## src/rtl/cvp_vec_pkg.sv

```systemverilog
// Shared vector-core types and default geometry for the CVP vector unit.
package cvp_vec_pkg;
  localparam int VEC_LANES  = 16;
  localparam int VEC_ELEM_W = 16;
  localparam int VEC_ADDR_W = 16;

  typedef enum logic [2:0] {
    S_IDLE,
    S_LOAD,
    S_DRAIN,
    S_STORE,
    S_DONE
  } seq_state_e;
endpackage

```

## src/rtl/vec_addr_gen.sv

```systemverilog
// Strided address accumulator: loads Base, then adds Stride on each advance (silent wrap).
module vec_addr_gen
  import cvp_vec_pkg::*;
#(
  parameter int ADDR_W = VEC_ADDR_W
) (
  input  logic              Clk1,
  input  logic              Reset_n,
  input  logic              Load,
  input  logic              Advance,
  input  logic [ADDR_W-1:0] Base,
  input  logic [ADDR_W-1:0] Stride,
  output logic [ADDR_W-1:0] Addr
);

  always_ff @(posedge Clk1 or negedge Reset_n) begin
    if (!Reset_n) begin
      Addr <= '0;
    end else if (Load) begin
      Addr <= Base;
    end else if (Advance) begin
      Addr <= Addr + Stride;
    end
  end

endmodule

```

## src/rtl/vec_mem_seq.sv

```systemverilog
// Vector load/store sequencer between the execute stage and the single-port memory bus.
//   state  | meaning
//   IDLE   | waiting for Start
//   LOAD   | RD presented for element idx; advances on MemReady
//   DRAIN  | capturing the final read element, no strobe
//   STORE  | WR presented for element idx; advances on MemReady
//   DONE   | one-cycle completion pulse
module vec_mem_seq
  import cvp_vec_pkg::*;
#(
  parameter int LANES  = VEC_LANES,
  parameter int ELEM_W = VEC_ELEM_W,
  parameter int ADDR_W = VEC_ADDR_W,
  localparam int LEN_W = $clog2(LANES)
) (
  input  logic                    Clk1,
  input  logic                    Reset_n,
  input  logic                    Start,
  input  logic                    IsStore,
  input  logic [ADDR_W-1:0]       Base,
  input  logic [ADDR_W-1:0]       Stride,
  input  logic [LEN_W-1:0]        Len,
  input  logic [LANES*ELEM_W-1:0] VecIn,
  input  logic                    MemReady,
  input  logic [ELEM_W-1:0]       DataIn,
  output logic [ADDR_W-1:0]       Addr,
  output logic                    RD,
  output logic                    WR,
  output logic [ELEM_W-1:0]       dataOut,
  output logic                    Busy,
  output logic                    Done,
  output logic [LANES*ELEM_W-1:0] VecOut
);

  seq_state_e              state_q, state_d;
  logic [LEN_W-1:0]        idx_q, idx_d;
  logic [LEN_W-1:0]        len_q;
  logic [LEN_W-1:0]        cap_idx_q;
  logic                    pend_q;
  logic [LANES*ELEM_W-1:0] vec_in_q;
  logic [LANES*ELEM_W-1:0] store_src;
  logic [ELEM_W-1:0]       store_lane;
  logic                    accept, xfer, last;

  assign accept = (state_q == S_IDLE) && Start;
  assign xfer   = ((state_q == S_LOAD) || (state_q == S_STORE)) && MemReady;
  assign last   = (idx_q == len_q);

  // On the accept edge the latched copy is not yet valid, so lane 0 comes straight from VecIn.
  assign store_src  = accept ? VecIn : vec_in_q;
  assign store_lane = store_src[idx_d*ELEM_W +: ELEM_W];

  always_comb begin
    state_d = state_q;
    idx_d   = idx_q;
    case (state_q)
      S_IDLE: begin
        if (accept) begin
          state_d = IsStore ? S_STORE : S_LOAD;
          idx_d   = '0;
        end
      end
      S_LOAD: begin
        if (xfer) begin
          if (last) state_d = S_DRAIN;
          else      idx_d   = idx_q + 1'b1;
        end
      end
      S_DRAIN: state_d = S_DONE;
      S_STORE: begin
        if (xfer) begin
          if (last) state_d = S_DONE;
          else      idx_d   = idx_q + 1'b1;
        end
      end
      S_DONE:  state_d = S_IDLE;
      default: state_d = S_IDLE;
    endcase
  end

  vec_addr_gen #(.ADDR_W(ADDR_W)) u_addr_gen (
    .Clk1    (Clk1),
    .Reset_n (Reset_n),
    .Load    (accept),
    .Advance (xfer),
    .Base    (Base),
    .Stride  (Stride),
    .Addr    (Addr)
  );

  always_ff @(posedge Clk1 or negedge Reset_n) begin
    if (!Reset_n) begin
      state_q   <= S_IDLE;
      idx_q     <= '0;
      len_q     <= '0;
      cap_idx_q <= '0;
      pend_q    <= 1'b0;
      vec_in_q  <= '0;
      RD        <= 1'b0;
      WR        <= 1'b0;
      dataOut   <= '0;
      Busy      <= 1'b0;
      Done      <= 1'b0;
      VecOut    <= '0;
    end else begin
      state_q   <= state_d;
      idx_q     <= idx_d;
      RD        <= (state_d == S_LOAD);
      WR        <= (state_d == S_STORE);
      Busy      <= (state_d != S_IDLE);
      Done      <= (state_d == S_DONE);
      pend_q    <= (state_q == S_LOAD) && MemReady;
      cap_idx_q <= idx_q;
      if (accept) begin
        len_q    <= Len;
        vec_in_q <= VecIn;
      end
      if (state_d == S_STORE) dataOut <= store_lane;
      if (pend_q) VecOut[cap_idx_q*ELEM_W +: ELEM_W] <= DataIn;
      if (accept && !IsStore) begin
        for (int l = 0; l < LANES; l++) begin
          if (l > int'(Len)) VecOut[l*ELEM_W +: ELEM_W] <= '0;
        end
      end
    end
  end

endmodule

```

## config.mk

```make
export PLATFORM = sky130hd
export DESIGN_NAME = vec_mem_seq
export DESIGN_NICKNAME = d
export VERILOG_FILES = /design/src/rtl/cvp_vec_pkg.sv /design/src/rtl/vec_addr_gen.sv /design/src/rtl/vec_mem_seq.sv
export SDC_FILE = /design/constraint.sdc
export NUM_CORES = 1
export LEC_CHECK = 0
export ABC_AREA = 0
export CAP_MARGIN = 0
export CORE_AREA = 2 2 235 237
export CTS_CLUSTER_DIAMETER = 100
export CTS_CLUSTER_SIZE = 40
export DETAILED_ROUTE_END_ITERATION = 16
export DIE_AREA = 0 0 237 239
export HOLD_SLACK_MARGIN = 0.15
export PLACE_DENSITY_LB_ADDON = 0.3
export SLEW_MARGIN = 15
export SYNTH_ARGS = -nofsm -noshare
export SYNTH_HDL_FRONTEND = slang
export SYNTH_SLANG_ARGS = --single-unit
```

## constraint.sdc

```tcl
create_clock -name Clk1 -period 2.8 [get_ports Clk1]
set_input_delay 0.56 -clock Clk1 [delete_from_list [all_inputs] [get_ports Clk1]]
set_output_delay 0.56 -clock Clk1 [all_outputs]
set_load 0.02 [all_outputs]
```

==> impl_results.md <==
* Most numerous cell in the Yosys netlist: nand2_1
* Clock latency on the worst-skew pair at about 0.61 ns
* Clock Pin Slew Worst Setup and Hold Paths at 0.14 ns
* Fillers at around 4,500
* Setup WS post-layout at -0.0155 ns
* Initial DRC Count at 2,365
* Vias in the first global route at around 23,000
* Number of synthesized flops with an enable pin at 0
* RSZ-0062 raised after global routing: true
* Crit path cell chain: xor2_1 > o41ai_2 > mux2i_4 > buf_12 > buf_4 > mux2i_1 > mux2i_1 > o22ai_1 > nor2_1
* Largest stage delay, worst path at between 0.4 and 0.5 ns
* Synthesized instance count at a little under 3,000
* First-pass GRT wire length at 136,000 um
* Sequential share of the synthesized area at 0.556
* Synth-to-layout area growth at 35.2%
* Residual DRC at 0
* Worst vdd ir at just over 0.6 mV
* Die width at ~240 um
* Vias per std cell at around 5.5
* Fmax achieved at around 360 MHz
* Nets at 3,875
* Clock Path Buffers at 3
* CTS tree: done
* Crit path max-delay cell type: o41ai_2
* Critical path type: flip-flop to flip-flop
* Flop2flop setup slack at -0.02 ns
* Ys async rst share at 1.00
* Status: complete, but fails checks
* Total routed wirelength at around 90,000 um
* Final hold violations at 0
* Failing checks: setup timing
* Clock Tree Root: clkbuf_16
* Tot GR Track Use at 0.312
* Die Y at about 240 um
* Core footprint at ~54,000 um2
* Post-Syn Area at around 25,000 um2
* Initial Util at 0.467
* Max Cap Viol at 0
* Via count at around 24,000
* Top_reg_cell synth: dfrtp_1
* FF+latch count, synth at around 560
* Worst r2r src: len_q[3]$_DFFE_PN0P_
* Cells on worst reg2reg path at 9
* Largest net degree at the start of global routing at roughly 110
* Hold Crit Class: input port to asynchronous set/reset pin
* Worst hold slack at around 0.42 ns
* IO Pins at between 600 and 700
* DR pass1 iterations at 5
* Final setup vio count at 1
* Worst EP required at 3.30 ns
* Static leakage at about 16 nW
* Syn Area/Cell at 8.73 um2
* Routability Congestion at 0.940
* Syn nets at roughly 3,200
* Synth warn at 0
* Share of cells above drive strength 1 at 0.0811
* H-tree Lvls at 1
* Yosys top cell area share at 0.556
* Largest fanout on the critical path at 12
* Wire length per cell at 21.3 um
* Pre-CTS setup slack at -0.326 ns
* Worst EP arrival at between 3 and 4 ns
* Total clock sinks at ~560
* Pins Over Slew Limit at 0
* Min cycle time layout at roughly 2.8 ns
* Cts bufs inserted at 19
* DRT antenna net count at 0
* Commonest cells in the netlist: 1,013 x nand2_1, 564 x dfrtp_1, 288 x nor2_1
* Port bufs at approximately 600
* CP most frequent cell: mux2i_1
* Crit. End Element: flip-flop
* Fin area at between 30,000 and 40,000 um2
* Die footprint at between 50,000 and 60,000 um2
* Row count at 86
* Initial antenna violation count at 11
* Power Density at between 900 and 1000 nW/um2
* Cell variety after synth at 65
* Synth area leaders: dfrtp_1 56%, nand2_1 15%, a21oi_1 5.1%
* Final period utilization at 1.01
* Reg-to-Reg End: dataOut[12]$_DFFE_PN0P_
* Worst-Margin Slew at ~0.77 ns
* GRT overflow at 0
* Placed cell areas at 33,400 um2
* Worst slew margin at 0.486
* Area leader, netlist: dfrtp_1
* Final core occ at 0.631
* Worst Setup Start Kind: flip-flop
* DPL Wire Length at roughly 69,000 um
* Fin Clk Skew at between 0.04 and 0.05 ns
==> worst max-delay path by stage <==
stage / startpoint / end / depth (start not counted)
finish: len_q[3]$_DFFE_PN0P_ / dataOut[12]$_DFFE_PN0P_ / 9
global route: idx_q[3]$_DFF_PN0_ / dataOut[12]$_DFFE_PN0P_ / 9
CTS: idx_q[2]$_DFF_PN0_ / dataOut[3]$_DFFE_PN0P_ / 9
detailed placement: Stride[0] / u_addr_gen.Addr[12]$_DFFE_PN0P_ / 13
global placement: Stride[0] / u_addr_gen.Addr[12]$_DFFE_PN0P_ / 13
floorplan: cap_idx_q[0]$_DFF_PN0_ / VecOut[79]$_DFF_PN0_ / 9
==> flip-flops by register name (all words and copies together), names as in the netlist, 3 cells and up, named ones only <==
signal / cells
VecOut: 240
cap_idx_q: 4
dataOut: 16
idx_q: 4
len_q: 4
state_q: 3
u_addr_gen.Addr: 16
vec_in_q: 256
==> stage by stage <==
stage	TNS, ns	cells	power (W)
floorplan	0	2904	0.0219
global placement	-4.04	4212	0.0291
detailed placement	-6.80	4212	0.0297
CTS	0	4240	0.0336
global route	-0.190	4258	0.0359
finish	-0.0155	4260	0.0339
==> kinds of logic after synthesis <==
| family | share of synthesized area |
|---|---|
| xor gates and xnor gates | 0.00449 |
| DFF | 0.556 |
| AOI/OAI and AO/OA | 0.0959 |
| buffers and inverters | 0.0353 |
| muxes | 0.0528 |
| adders and majority gates | 0.00967 |
| and+or+nand+nor | 0.245 |
==> where the power goes <==
part	switching [W]	internal, W
Sequential	0.00161	0.0111
Clock	0.00262	0.00135
Combinational	0.00990	0.00732
Total	0.0141	0.0198
==> area by class of cell <==
class	count	area (um2)	share of cell area
Clock inverter	7	113	0.00328
Tap cell	704	881	0.0257
Antenna cell	7	17.5	0.000511
Sequential cell	564	14100	0.411
Inverter	12	45.0	0.00131
Multi-Input combinational cell	2131	10400	0.304
Clock buffer	20	489	0.0143
Timing Repair Buffer	815	8200	0.239
==> critical path: cells and delay by family (launching register included) <==
kind                   cells  cell delay [ns]
multiplexers               3             1.01
XOR/XNOR                   1             0.18
buffers and inverters      2             0.41
AND/OR/NAND/NOR            1             0.07
AO/OA/AOI/OAI              2             0.64
flip-flops                 1             0.42
==> cell usage in the layout, fill, tap and decap left out, types with 5 or more instances in the layout <==
cell,netlist,layout
nand2_1,1013,1013
clkdlybuf4s50_1,0,603
dfrtp_1,564,564
nor2_1,288,286
a21oi_1,261,261
nand3_1,174,174
buf_4,6,165
mux2i_1,111,106
o21ai_0,50,50
o211ai_1,48,48
buf_12,0,38
clkbuf_16,0,22
mux2_2,19,19
ha_1,18,18
o22ai_1,16,16
a31oi_1,13,13
a21o_1,13,13
inv_1,11,11
nor3_1,12,11
nor2b_1,8,8
diode_2,0,7
xor2_1,7,7
and2_1,7,7
xnor2_1,6,6
or3_1,7,5
==> what timing repair did <==
action,4_1_cts,5_1_grt
endpoints found under the hold margin,32,0
hold buffers,1,0
pin swaps,0,1
setup buffers,0,10
cloned,0,3
resized for setup,2,13
endpoints found under the setup margin,16,116
==> metal layers <==
layer,part of all wire,routed length [um],GRT usage,up-vias
met5,0.00055,50,0,-
met4,0.043,3910,0.126,8
met3,0.073,6580,0.0445,199
met2,0.50,45000,0.535,1109
met1,0.39,35100,0.398,11500
li1,-,-,-,10800
No activity file was read; power rests on OpenSTA's default activity.
